--- src/rtl/motor_speed_pi_ctrl_pkg.sv ---
// Shared definitions for the motor speed PI controller: datapath widths,
// FSM state encoding and small arithmetic helpers.
package motor_speed_pi_ctrl_pkg;

  localparam int SPEED_W  = 16;  // unsigned speed magnitude
  localparam int SSPEED_W = 17;  // signed speed
  localparam int ERR_W    = 18;  // signed error T - M
  localparam int PROD_W   = 26;  // gain products
  localparam int INTEG_W  = 32;  // integrator
  localparam int SUM_W    = 33;  // p + integ, wide enough never to wrap

  typedef logic [2:0] state_t;

  localparam logic [2:0] ST_IDLE = 3'd0;
  localparam logic [2:0] ST_ERR  = 3'd1;
  localparam logic [2:0] ST_MUL  = 3'd2;
  localparam logic [2:0] ST_ACC  = 3'd3;
  localparam logic [2:0] ST_SAT  = 3'd4;

  // Symmetric saturation of v to the range [-lim, +lim] (lim >= 0).
  function automatic logic signed [SUM_W-1:0] sat_clamp(
    input logic signed [SUM_W-1:0] v,
    input logic signed [SUM_W-1:0] lim
  );
    if (v > lim)
      return lim;
    else if (v < -lim)
      return -lim;
    else
      return v;
  endfunction

  // Magnitude plus direction (1 = forward) to a signed speed.
  function automatic logic signed [SSPEED_W-1:0] to_signed_speed(
    input logic [SPEED_W-1:0] mag,
    input logic               fwd
  );
    logic signed [SSPEED_W-1:0] m;
    m = $signed({1'b0, mag});
    return fwd ? m : -m;
  endfunction

endpackage

--- src/rtl/motor_speed_pi_ctrl_if.sv ---
// Measurement strobe bundle from the encoder speed block to the controller.
interface motor_speed_pi_ctrl_if;
  import motor_speed_pi_ctrl_pkg::*;

  logic               meas_valid;
  logic [SPEED_W-1:0] meas_speed;
  logic               meas_dir;

  modport master (output meas_valid, output meas_speed, output meas_dir);
  modport slave  (input  meas_valid, input  meas_speed, input  meas_dir);
endinterface

--- src/rtl/motor_speed_pi_ctrl_pwm_period_gen.sv ---
// PWM stage: 1 us tick, period counter, duty/direction shadow registers that
// load only at a period start, and a zero-duty dead period on direction reversal.
module pwm_period_gen #(
  parameter int CLK_FREQUENCY = 100,
  parameter int PWM_PERIOD    = 2000
) (
  input  logic        mclk,
  input  logic        rst,
  input  logic [15:0] duty,
  input  logic        dir_cmd,
  output logic        pwm_o,
  output logic        dir_o
);
  localparam int TW = (CLK_FREQUENCY > 1) ? $clog2(CLK_FREQUENCY) : 1;

  logic [TW-1:0] tick_cnt_reg;
  logic [15:0]   count_reg;
  logic [15:0]   applied_duty_reg;
  logic          rev_pend_reg;
  logic          us_tick;
  logic          period_end;

  assign us_tick    = (tick_cnt_reg == TW'(CLK_FREQUENCY - 1));
  assign period_end = us_tick && (count_reg == 16'(PWM_PERIOD - 1));

  // Divide mclk down to a 1 us tick.
  always_ff @(posedge mclk or posedge rst) begin
    if (rst)
      tick_cnt_reg <= '0;
    else if (us_tick)
      tick_cnt_reg <= '0;
    else
      tick_cnt_reg <= tick_cnt_reg + 1'b1;
  end

  // Microsecond position within the PWM period.
  always_ff @(posedge mclk or posedge rst) begin
    if (rst)
      count_reg <= '0;
    else if (us_tick)
      count_reg <= (count_reg == 16'(PWM_PERIOD - 1)) ? 16'd0 : count_reg + 16'd1;
  end

  // Shadow load at the edge entering count 0; a reversal first burns one
  // full period at zero duty with the old direction still applied.
  always_ff @(posedge mclk or posedge rst) begin
    if (rst) begin
      applied_duty_reg <= '0;
      dir_o            <= 1'b1;
      rev_pend_reg     <= 1'b0;
    end else if (period_end) begin
      if (!rev_pend_reg && (dir_cmd != dir_o)) begin
        applied_duty_reg <= '0;
        rev_pend_reg     <= 1'b1;
      end else begin
        applied_duty_reg <= duty;
        dir_o            <= dir_cmd;
        rev_pend_reg     <= 1'b0;
      end
    end
  end

  assign pwm_o = (count_reg < applied_duty_reg);

endmodule

--- src/rtl/motor_speed_pi_ctrl.sv ---
// Closed-loop PI speed controller for one DC motor. One control update runs
// per measurement strobe through IDLE -> ERR -> MUL -> ACC -> SAT.
// Build option: define SPEED_PI_INTEGRAL_EN for PI; undefined gives pure P.
module motor_speed_pi_ctrl
  import motor_speed_pi_ctrl_pkg::*;
#(
  parameter int         CLK_FREQUENCY = 100,
  parameter int         PWM_PERIOD    = 2000,
  parameter logic [7:0] KP            = 8'd4,
  parameter logic [7:0] KI            = 8'd1,
  parameter int         OUT_SHIFT     = 4
) (
  input  logic                 mclk,
  input  logic                 rst,
  input  logic                 en,
  input  logic [SPEED_W-1:0]   target_speed,
  input  logic                 target_dir,
  motor_speed_pi_ctrl_if.slave meas,
  output logic                 pwm_o,
  output logic                 dir_o,
  output logic [15:0]          duty_o,
  output logic                 overrun_o
);
  localparam logic signed [SUM_W-1:0] DUTY_LIM = SUM_W'(PWM_PERIOD);

  state_t                      state_reg;
  logic signed [SSPEED_W-1:0]  t_reg, m_reg;
  logic signed [ERR_W-1:0]     e_reg;
  logic signed [PROD_W-1:0]    p_reg;
  logic signed [SUM_W-1:0]     s_reg;
  logic                        dir_cmd_reg;

  logic signed [PROD_W-1:0]    e_ext, kp_ext, p_next;
  logic signed [SUM_W-1:0]     p_ext, s_next, u, u_c, u_abs;
  logic [15:0]                 duty_next;

  assign e_ext  = {{(PROD_W-ERR_W){e_reg[ERR_W-1]}}, e_reg};
  assign kp_ext = {{(PROD_W-8){1'b0}}, KP};
  assign p_next = kp_ext * e_ext;
  assign p_ext  = {{(SUM_W-PROD_W){p_reg[PROD_W-1]}}, p_reg};

  assign u         = s_reg >>> OUT_SHIFT;
  assign u_c       = sat_clamp(u, DUTY_LIM);
  assign u_abs     = u_c[SUM_W-1] ? -u_c : u_c;
  assign duty_next = u_abs[15:0];

`ifdef SPEED_PI_INTEGRAL_EN
  localparam logic signed [SUM_W-1:0] INTEG_LIM = SUM_W'(longint'(PWM_PERIOD) << OUT_SHIFT);

  logic signed [PROD_W-1:0]  ki_ext, i_next, i_inc_reg;
  logic signed [INTEG_W-1:0] integ_reg;
  logic                      clamp_pos_reg, clamp_neg_reg;
  logic signed [SUM_W-1:0]   i_ext, integ_ext, integ_sat, integ_new;
  logic                      hold_integ;
  logic                      unused_bits;

  assign ki_ext     = {{(PROD_W-8){1'b0}}, KI};
  assign i_next     = ki_ext * e_ext;
  assign i_ext      = {{(SUM_W-PROD_W){i_inc_reg[PROD_W-1]}}, i_inc_reg};
  assign integ_ext  = {integ_reg[INTEG_W-1], integ_reg};
  assign integ_sat  = sat_clamp(integ_ext + i_ext, INTEG_LIM);
  // Anti-windup: don't push further into a clamp the output is already at.
  assign hold_integ = (clamp_pos_reg && (e_reg > 0)) || (clamp_neg_reg && (e_reg < 0));
  assign integ_new  = hold_integ ? integ_ext : integ_sat;
  assign s_next     = p_ext + integ_new;
  assign unused_bits = ^{u_abs[SUM_W-1:16], integ_new[SUM_W-1]};

  // Integrator, integral increment and last-cycle clamp flags.
  always_ff @(posedge mclk or posedge rst) begin
    if (rst) begin
      i_inc_reg     <= '0;
      integ_reg     <= '0;
      clamp_pos_reg <= 1'b0;
      clamp_neg_reg <= 1'b0;
    end else if (!en) begin
      integ_reg     <= '0;
      clamp_pos_reg <= 1'b0;
      clamp_neg_reg <= 1'b0;
    end else begin
      case (state_reg)
        ST_MUL: i_inc_reg <= i_next;
        ST_ACC: integ_reg <= integ_new[INTEG_W-1:0];
        ST_SAT: begin
          clamp_pos_reg <= (u > DUTY_LIM);
          clamp_neg_reg <= (u < -DUTY_LIM);
        end
        default: ;
      endcase
    end
  end
`else
  logic unused_bits;

  assign s_next      = p_ext;
  assign unused_bits = ^{u_abs[SUM_W-1:16], KI};
`endif

  // Control FSM: one update per accepted strobe; SAT may accept the next one.
  always_ff @(posedge mclk or posedge rst) begin
    if (rst) begin
      state_reg   <= ST_IDLE;
      t_reg       <= '0;
      m_reg       <= '0;
      e_reg       <= '0;
      p_reg       <= '0;
      s_reg       <= '0;
      duty_o      <= '0;
      dir_cmd_reg <= 1'b1;
      overrun_o   <= 1'b0;
    end else if (!en) begin
      state_reg <= ST_IDLE;
      duty_o    <= '0;
    end else begin
      case (state_reg)
        ST_IDLE: begin
          if (meas.meas_valid) begin
            t_reg     <= to_signed_speed(target_speed, target_dir);
            m_reg     <= to_signed_speed(meas.meas_speed, meas.meas_dir);
            state_reg <= ST_ERR;
          end
        end
        ST_ERR: begin
          e_reg     <= {t_reg[SSPEED_W-1], t_reg} - {m_reg[SSPEED_W-1], m_reg};
          state_reg <= ST_MUL;
          if (meas.meas_valid) overrun_o <= 1'b1;
        end
        ST_MUL: begin
          p_reg     <= p_next;
          state_reg <= ST_ACC;
          if (meas.meas_valid) overrun_o <= 1'b1;
        end
        ST_ACC: begin
          s_reg     <= s_next;
          state_reg <= ST_SAT;
          if (meas.meas_valid) overrun_o <= 1'b1;
        end
        ST_SAT: begin
          duty_o      <= duty_next;
          dir_cmd_reg <= ~u_c[SUM_W-1];
          if (meas.meas_valid) begin
            t_reg     <= to_signed_speed(target_speed, target_dir);
            m_reg     <= to_signed_speed(meas.meas_speed, meas.meas_dir);
            state_reg <= ST_ERR;
          end else begin
            state_reg <= ST_IDLE;
          end
        end
        default: state_reg <= ST_IDLE;
      endcase
    end
  end

  pwm_period_gen #(
    .CLK_FREQUENCY(CLK_FREQUENCY),
    .PWM_PERIOD   (PWM_PERIOD)
  ) u_pwm (
    .mclk   (mclk),
    .rst    (rst),
    .duty   (duty_o),
    .dir_cmd(dir_cmd_reg),
    .pwm_o  (pwm_o),
    .dir_o  (dir_o)
  );

endmodule

--- src/flat_wrapper.sv ---
// flat-port wrapper written by rule: the top's interface ports become plain ports
module motor_speed_pi_ctrl_flat import motor_speed_pi_ctrl_pkg::*;
#(
  parameter int         CLK_FREQUENCY = 100,
  parameter int         PWM_PERIOD    = 2000,
  parameter logic [7:0] KP            = 8'd4,
  parameter logic [7:0] KI            = 8'd1,
  parameter int         OUT_SHIFT     = 4
)
  (mclk, rst, en, target_speed, target_dir, pwm_o, dir_o, duty_o, overrun_o, meas_meas_valid, meas_meas_speed, meas_meas_dir);
  motor_speed_pi_ctrl_if meas_i ();
  input  logic mclk;
  input  logic rst;
  input  logic en;
  input  logic [SPEED_W-1:0] target_speed;
  input  logic target_dir;
  output logic pwm_o;
  output logic dir_o;
  output logic [15:0] duty_o;
  output logic overrun_o;
  input wire logic [$bits(meas_i.meas_valid)-1:0] meas_meas_valid;
  input wire logic [$bits(meas_i.meas_speed)-1:0] meas_meas_speed;
  input wire logic [$bits(meas_i.meas_dir)-1:0] meas_meas_dir;
  assign meas_i.meas_valid = meas_meas_valid;
  assign meas_i.meas_speed = meas_meas_speed;
  assign meas_i.meas_dir = meas_meas_dir;
  motor_speed_pi_ctrl #(.CLK_FREQUENCY(CLK_FREQUENCY), .PWM_PERIOD(PWM_PERIOD), .KP(KP), .KI(KI), .OUT_SHIFT(OUT_SHIFT)) u_core (.mclk(mclk), .rst(rst), .en(en), .target_speed(target_speed), .target_dir(target_dir), .meas(meas_i), .pwm_o(pwm_o), .dir_o(dir_o), .duty_o(duty_o), .overrun_o(overrun_o));
endmodule
--- config.mk ---
export PLATFORM = sky130hd
export DESIGN_NAME = motor_speed_pi_ctrl_flat
export DESIGN_NICKNAME = d
export VERILOG_FILES = /design/src/rtl/motor_speed_pi_ctrl_pkg.sv /design/src/rtl/motor_speed_pi_ctrl_if.sv /design/src/rtl/motor_speed_pi_ctrl_pwm_period_gen.sv /design/src/rtl/motor_speed_pi_ctrl.sv /design/src/flat_wrapper.sv
export SDC_FILE = /design/constraint.sdc
export NUM_CORES = 1
export LEC_CHECK = 0
export BUFFER_PORTS_ARGS = -buffer_cell sky130_fd_sc_hd__buf_2
export CAP_MARGIN = 10
export CORE_ASPECT_RATIO = 1.75
export CORE_MARGIN = 2
export CORE_UTILIZATION = 55
export DETAILED_ROUTE_END_ITERATION = 10
export PLACE_DENSITY = 0.83
export SLEW_MARGIN = 25
export SYNTH_ARGS = -nofsm -noshare
export SYNTH_HDL_FRONTEND = slang
export SYNTH_SLANG_ARGS = --single-unit
--- constraint.sdc ---
create_clock -name mclk -period 7.95 [get_ports mclk]
set_input_delay 0.795 -clock mclk [delete_from_list [all_inputs] [get_ports mclk]]
set_output_delay 0.795 -clock mclk [all_outputs]
set_load 0.02 [all_outputs]
==> After elaboration in Yosys (flattened, before gate mapping) <==
Cells that the tools add are included.
{ "word_totals": {"ff_bits": 150, "inputBits": 38} }
{ "classes": {"reduce_logical": 13, "n_eq_ne": 9, "bitwise_logic": 2, "muxes": 15, "magnitude_cmp": 3, "addsub": 6} }
{ "ops": {"columns": ["operator", "count"], "rows": [
  ["two-way mux 16 bit", 5],
  ["two-way mux 33 bit", 2],
  ["two-way mux 17 bit", 2],
  ["negation 16 -> 17 bit", 2],
  ["subtractor 17 x 17 -> 18 bit", 1],
  ["adder 16 x 1 -> 16 bit, second input constant", 1],
  ["== test 16 x 11 -> 1 bit, second input constant", 1],
  ["> comparator 16 x 12 -> 1 bit, second input constant", 1],
  ["less-than comparator 16 x 12 -> 1 bit, second input constant", 1],
  ["less-than comparator 16 bit", 1],
  ["negation 16 bit", 1],
  ["case mux 3 bit (5 select lines)", 1],
  ["AND reduction 2 bit", 5],
  ["adder 7 x 1 -> 7 bit, second input constant", 1],
  ["== test 7 bit, second input constant", 1],
  ["two-way mux 7 bit", 1],
  ["== test 3 x 2 -> 1 bit, second input constant", 2],
  ["two-way mux 3 bit", 2],
  ["AND reduction 3 bit", 2],
  ["== test 3 x 1 -> 1 bit, second input constant", 1],
  ["== test 3 bit, second input constant", 1],
  ["logical NOT 3 bit", 1],
  ["inequality test 3 bit, second input constant", 1],
  ["OR reduction 3 bit", 1],
  ["7 further kinds", 10]
]} }

==> Logic depth before layout (Yosys ltp) <==
Gate-level depths: netlist (run 1).
{ "logic_depth": {"word_depth": 7, "depth_mapped": 16, "mapped_depth_nobuf": 14} }

==> Cells and area by module <==
A second synthesis (run 1) with hierarchy kept.
{ "unflattened": {"cells_unflattened": 830, "area_unflattened_um2": 7967.6} }
{ "modules_own_cells": {"columns": ["module", "n_inst", "cells_each", "seq_area_each_um2", "area_each_um2"], "rows": [
  ["motor_speed_pi_ctrl", 1, 603, 2578.7, 5701.7],
  ["pwm_period_gen", 1, 227, 1027.2, 2265.9]
]} }

==> Least setup slack after synthesis (run 1) <==
OpenSTA, ideal clock, no wires.
{ "synth_timing": {"path_kind": "flip-flop to flip-flop", "startpoint": "reg u_core.s_reg[12]", "endpoint": "reg u_core.duty_o[14]", "required_ns": 7.867, "setup_time_ns": 0.083, "t_arrival_ns": 3.081, "path_stages_with_launch": 17, "slack_ns": 4.786, "cell_sequence": "dfrtp_1 -> nor3_1 -> nand2_1 -> a21oi_1 -> or4_1 -> ha_1 -> clkbuf_1 -> clkbuf_1 -> nor2b_1 -> nand2_1 -> ha_1 -> nor3b_1 -> nand2_1 -> nor3_1 -> a21oi_1 -> xor2_1 -> o21ai_0"} }
{ "synth_via": {"elab_chain_cells": 7, "word_cells_on_any_way": 8, "cone_classes": "1 x add/sub; 2 x order compare; 5 x mux"} }
{ "synth_lines": {"columns": ["element", "line", "text"], "rows": [
  ["from (decl)", "motor_speed_pi_ctrl.sv:30", "logic signed [SUM_W-1:0] s_reg;"],
  ["from (signal assigned)", "motor_speed_pi_ctrl.sv:133", "s_reg <= s_next;"],
  ["less-than comparator 16 x 12 -> 1 bit", "motor_speed_pi_ctrl_pkg.sv:27", "else if (v < -lim)"],
  ["two-way mux 33 bit", "motor_speed_pi_ctrl_pkg.sv:27", null],
  ["two-way mux 33 bit *", "motor_speed_pi_ctrl_pkg.sv:25", "if (v > lim)"],
  ["negation 16 bit", "motor_speed_pi_ctrl.sv:44", "assign u_abs = u_c[SUM_W-1] ? -u_c : u_c;"],
  ["two-way mux 16 bit *", "motor_speed_pi_ctrl.sv:44", null],
  ["two-way mux 16 bit *", "motor_speed_pi_ctrl.sv:114", "case (state_reg)"],
  ["two-way mux 16 bit *", "motor_speed_pi_ctrl.sv:110", "end else if (!en) begin"],
  ["to (signal assigned)", "motor_speed_pi_ctrl.sv:138", "duty_o <= duty_next;"],
  ["to (decl)", "motor_speed_pi_ctrl.sv:21", "output logic [15:0] duty_o,"]
]} }
Mark *: on every way between the ends. The rest lies on a longest branch, timed or not. The select of a mux whose other input is x is not followed.
A chain may end at the register's enable or synchronous reset.

==> Worst setup path after layout (run 1) <==
Ends and elaborated chain as after synthesis.

==> results of run 1 <==
[power by group]
| group | switching (mW) | total (mW) | internal [mW] | leakage [nW] |
|---|---|---|---|---|
| Sequential | 0.115 | 1.02 | 0.908 | 1.88 |
| Combinational | 0.537 | 0.934 | 0.398 | 2.00 |
| Clock | 0.320 | 0.859 | 0.539 | 0.304 |
| Total | 0.972 | 2.82 | 1.84 | 4.18 |
[layout make-up]
| cell class | instances | area, sq um |
|---|---|---|
| Timing Repair Buffer | 61 | 322 |
| Sequential cell | 144 | 3610 |
| Fill cell | 1119 | 5020 |
| Tap cell | 177 | 221 |
| Clock inverter | 14 | 204 |
| Clock buffer | 18 | 439 |
| Multi-Input combinational cell | 586 | 3870 |
| Inverter | 57 | 219 |
[cells by family (layout without fill, tap and decap cells)]
group,after synthesis,count (layout),synth area share
multiplexers,37,37,0.0527
flip-flops,144,144,0.462
AND/OR/NAND/NOR,269,269,0.167
XOR/XNOR,56,56,0.0628
adder cells (fa/ha/maj),37,37,0.0593
buffers and inverters,88,150,0.0442
AO/OA/AOI/OAI,187,187,0.152
[critical path, stage by stage, from the launching register on]
cell	delay, ns
dfrtp_1	0.41
nor3_1	0.10
nand2_1	0.13
a21oi_1	0.06
or4_1	0.40
ha_1	0.62
nor2b_1	0.14
nand2_1	0.11
ha_1	0.19
nor3b_1	0.55
nand2_1	0.10
nor3_1	0.25
a21oi_1	0.11
xor2_1	0.18
o21ai_0	0.15
[cells in the final DEF (no fill, tap or decap), types with 5 or more instances in the layout]
cell type	n
buf_2	56
mux2_2	32
and3_1	6
dfrtp_1	142
nand2_1	95
nand3_1	22
nor4_1	5
a31oi_1	8
inv_6	5
inv_1	56
o31ai_1	8
nand4_1	9
a21o_1	14
a21oi_1	37
a22o_1	7
or4_1	5
clkbuf_16	17
nor2b_1	8
nor2_1	58
and2_1	6
xnor2_1	45
xor2_1	11
o21a_1	5
nor3_1	26
o21ai_2	9
ha_1	37
o21ai_0	73
[metal layers]
metal | GRT usage | vias to the layer above | part of all wire
met5 | 0 | - | 0
met4 | 0.109 | 0 | 0.033
met3 | 0.0373 | 41 | 0.022
met2 | 0.451 | 122 | 0.58
met1 | 0.230 | 2870 | 0.37
li1 | - | 2957 | -
[worst max-delay path by stage]
stage	to	from
after CTS	u_core.duty_o[14]$_DFFE_PP0P_	u_core.s_reg[12]$_DFFE_PP0P_
after global placement	u_core.duty_o[6]$_DFFE_PP0P_	u_core.s_reg[12]$_DFFE_PP0P_
final	u_core.duty_o[14]$_DFFE_PP0P_	u_core.s_reg[12]$_DFFE_PP0P_
after floorplan	u_core.duty_o[0]$_DFFE_PP0P_	rst
after detailed placement	u_core.duty_o[14]$_DFFE_PP0P_	u_core.s_reg[12]$_DFFE_PP0P_
after global routing	u_core.duty_o[10]$_DFFE_PP0P_	u_core.s_reg[12]$_DFFE_PP0P_
==> flow_summary_export.csv, run 1 <==
group,metric,value,unit
outcome,status,"completed",
layout,utilization,0.639,
layout,diodes,0,
yosys,yosysTopAreaCell,"dfrtp_1",
global_routing,grt-ovfl-total,0,
sta,slew_violations,0,
worst_setup_path,crit_type,"reg -> reg",
pwr,p_leak,4.18,nW
pwr,power-per-cell-area,317,mW/mm^2
floorplanning,die_w,94.1,microns
yosys,syn_area_per_cell,9.55,sq um
yosys,ys_async_sr_fraction,1.00,
yosys,synthesis.nets,893,
yosys,synth_edf_count,0,
yosys,synthCells,818,
yosys,yosys-top-cells-area,"dfrtp_1, ha_1, xnor2_1, o21ai_0, mux2_2",
pwr,vdd_drop_max,0.175,mV
clocking,cts_root_buf,"clkbuf_16",
route,drt_first_pass_iters,5,
route,drc,0,
worst_setup_path,path_max_fanout,17,
floorplanning,die_h,162,microns
worst_setup_path,r2r_start,"u_core.s_reg[12]$_DFFE_PP0P_",
sta,setup_viol,0,
route,drtIter0Drc,192,
layout,final_cells,1057,
layout,synthToLayoutAreaGrowth,13.7,%
route,drt-total-wl,16.3,mm
clocking,clock_latency,0.43,ns
yosys,ys_types,66,
floorplanning,start_util,0.562,
place,dp_slack,4.41,ns
sta,relSlewSlack,0.377,
yosys,yosys_warnings,0,
clocking,numCtsBuffers,17,
worst_setup_path,r2r_end,"u_core.duty_o[14]$_DFFE_PP0P_",
layout,num-nets-final,942,
yosys,synth_area,0.00781,sq mm
yosys,synth_most_common_cell,"dfrtp_1",
route,wl_per_cell,15.5,microns
clocking,path_clk_slew,0.07,ns
sta,setup_ws,4.36,ns
sta,fmax,279,MHz
global_routing,grt_antenna_before_repair,0,
sta,hold_slack,0.414,ns
worst_setup_path,cp_data_required_time,8.28,ns
worst_setup_path,critPathLaunchType,"register",
yosys,synth_top_area_share,0.455,
floorplanning,top_level_ports,57,
yosys,synth_seq_cells,144,
worst_setup_path,cp-end-kind,"register",
yosys,ys_seq_area_frac,0.462,
global_routing,grt_pass1_wl,28.0,mm
layout,final_area,0.00888,sq mm
floorplanning,fp-row-count,57,
global_routing,grt_max_degree,86,
flow_run,maxCapViolCount,0,
clocking,ctsHoldBuffers,0,
layout,drive_above_1_share,0.168,
sta,min_period,3.59,ns
sta,rsz0062_at_grt,"false",
sta,tightest_slew,0.934,ns
clocking,cts.sinks,144,
yosys,synthFlopType,"dfrtp_1",
global_routing,grt_pass1_vias,6165,
place,portBuffers,56,
clocking,htree_levels,4,
route,vias,5990,
route,routed_via_density,5.67,
clocking,cts_resized,0,
clocking,clk_path_buf_depth,2,
global_routing,track_usage,0.232,
route,ant_nets,0,
place,place.gp.congestion,0.926,
place,dp_hpwl,12.2,mm
pwr,finalPower,2.82,mW
place,place_area,0.00823,sq mm
worst_setup_path,cp_data_arrival_time,3.92,ns
sta,finalCritPeriodShare,0.451,
worst_hold_path,hp-class,"in -> async",
place,dp_cells,1025,
worst_setup_path,rrSetupSlack,4.36,ns
sta,clock_skew,0.0126,ns
floorplanning,fp.dieArea,0.0152,sq mm
sta,final-hold-violation-count,0,
sta,finalSetupTns,0,ns
clocking,cts_tree,"yes",
clocking,cts_setup_buffers,0,
floorplanning,core_area,0.0139,sq mm
yosys,netlist_top_cells_count,"dfrtp_1, nand2_1, o21ai_0, nor2_1, inv_1",
worst_setup_path,reg2reg_depth,14,
(Power assumes the default switching activity.)
==> inputs of run 2 (changes only) <==
==> constraint.sdc (replaced) <==
create_clock -name mclk -period 3.7 [get_ports mclk]
set_input_delay 0.37 -clock mclk [delete_from_list [all_inputs] [get_ports mclk]]
set_output_delay 0.37 -clock mclk [all_outputs]
set_load 0.02 [all_outputs]
==> flow_summary_export.csv, run 2 (synthesis gave the netlist of run 1 again) <==
group,metric,value,unit
route,drt_first_pass_iters,4,
pwr,vdd_drop_max,0.326,mV
clocking,cts_root_buf,"clkbuf_16",
flow_run,maxCapViolCount,0,
floorplanning,core_area,0.0139,sq mm
pwr,power-per-cell-area,676,mW/mm^2
worst_setup_path,crit_type,"reg -> reg",
clocking,numCtsBuffers,17,
sta,finalCritPeriodShare,0.848,
layout,final_area,0.00890,sq mm
global_routing,grt_max_degree,145,
floorplanning,start_util,0.562,
clocking,cts_setup_buffers,0,
worst_setup_path,cp-end-kind,"register",
route,ant_nets,0,
layout,diodes,0,
worst_setup_path,cp_data_required_time,4.00,ns
sta,rsz0062_at_grt,"false",
sta,hold_slack,0.149,ns
route,drc,0,
global_routing,grt-ovfl-total,0,
worst_setup_path,critPathLaunchType,"register",
worst_setup_path,path_buf_inv,1,
clocking,clk_path_buf_depth,2,
layout,final_cell_mix,"dfrtp_1, nand2_1, o21ai_0",
sta,final-hold-violation-count,0,
place,place.gp.congestion,0.877,
pwr,p_leak,4.19,nW
layout,synthToLayoutAreaGrowth,14.0,%
clocking,htree_levels,4,
worst_hold_path,hp-class,"in -> async",
route,wl_per_cell,15.1,microns
global_routing,grt_antenna_before_repair,0,
sta,setup_viol,0,
worst_setup_path,crit_chain,"nor3_1 -> nand2_1 -> a21oi_1 -> or4_1 -> ha_1 -> nor2b_1 -> nand2_1 -> ha_1 -> nor3b_1 -> buf_4 -> and4b_1 -> o21ai_0 -> o31a_1 -> o21ai_0 -> a22o_1",
place,portBuffers,56,
global_routing,grt_pass1_vias,6141,
worst_setup_path,cpPeakStageDelay,0.41,ns
place,dp_slack,0.661,ns
floorplanning,die_h,162,microns
sta,tightest_slew,0.838,ns
global_routing,track_usage,0.230,
sta,relSlewSlack,0.433,
route,drt-total-wl,16.1,mm
floorplanning,die_w,94.1,microns
sta,slew_violations,0,
floorplanning,top_level_ports,57,
floorplanning,fp.dieArea,0.0152,sq mm
clocking,cts_tree,"yes",
layout,layout_commonest_cell,"dfrtp_1",
clocking,cts_resized,0,
worst_setup_path,crit_family,"simple AND/OR/NAND/NOR gates",
layout,drive_above_1_share,0.172,
route,drtIter0Drc,184,
worst_setup_path,path_max_fanout,5,
clocking,path_clk_slew,0.06,ns
floorplanning,fp-row-count,57,
worst_setup_path,cp_data_arrival_time,3.44,ns
sta,setup_ws,0.561,ns
outcome,status,"completed",
clocking,cts.sinks,144,
place,dp_hpwl,11.7,mm
sta,fmax,319,MHz
route,vias,5992,
worst_setup_path,cp_slowest_cell,"dfrtp_1",
sta,finalSetupTns,0,ns
sta,clock_skew,0.00924,ns
layout,num-nets-final,948,
sta,min_period,3.14,ns
place,place_area,0.00828,sq mm
clocking,ctsHoldBuffers,0,
worst_setup_path,rrSetupSlack,0.56,ns
clocking,clock_latency,0.42,ns
global_routing,grt_pass1_wl,27.9,mm
route,routed_via_density,5.64,
==> run 2: metal layers <==
layer  GRT usage  part of all wire  vias up
li1            -                 -     2960
met1       0.238              0.37     2862
met2       0.428              0.56      123
met3      0.0485             0.030       47
met4       0.111             0.039        0
met5           0                 0        -
==> run 2: final cells by class <==
type | instances | area, sq um
Clock buffer | 18 | 429
Multi-Input combinational cell | 586 | 3860
Fill cell | 1105 | 5000
Clock inverter | 13 | 189
Tap cell | 177 | 221
Inverter | 57 | 218
Timing Repair Buffer | 67 | 375
Sequential cell | 144 | 3610
==> run 2: metrics by stage <==
step                instances  total power [mW]  utilization
finish                   1062              6.02        0.640
global route             1062              6.46        0.640
CTS                      1062              6.05        0.640
detailed placement       1031              4.22        0.596
global placement         1031              4.14        0.596
floorplan                 818              3.74            -
==> run 2: report_power, final <==
| group | leakage, nW | switching [mW] | internal, mW |
|---|---|---|---|
| clock network | 0.285 | 0.652 | 1.13 |
| logic | 2.02 | 1.17 | 0.880 |
| registers | 1.88 | 0.246 | 1.95 |
| total | 4.19 | 2.06 | 3.96 |
==> run 2: final timing paths <==
check,start,endpoint,depth (start not counted)
worst min-delay path,rst,u_core.u_pwm.count_reg[2]$_DFFE_PP0N_,3
min in group mclk,meas_meas_valid,u_core.overrun_o$_DFFE_PP0P_,3
worst max register to register,u_core.s_reg[12]$_DFFE_PP0P_,u_core.duty_o[10]$_DFFE_PP0P_,15
max in group asynchronous,rst,u_core.u_pwm.applied_duty_reg[9]$_DFFE_PP0P_,3
worst min register to register,u_core.t_reg[0]$_DFFE_PP0P_,u_core.t_reg[0]$_DFFE_PP0P_,2
worst max-delay path,u_core.s_reg[12]$_DFFE_PP0P_,u_core.duty_o[10]$_DFFE_PP0P_,15
==> run 2: tightest hold or removal path, cell delays in order <==
cell	delay (ns)
buf_2	0.11
clkinvlp_4	0.07
buf_12	0.52
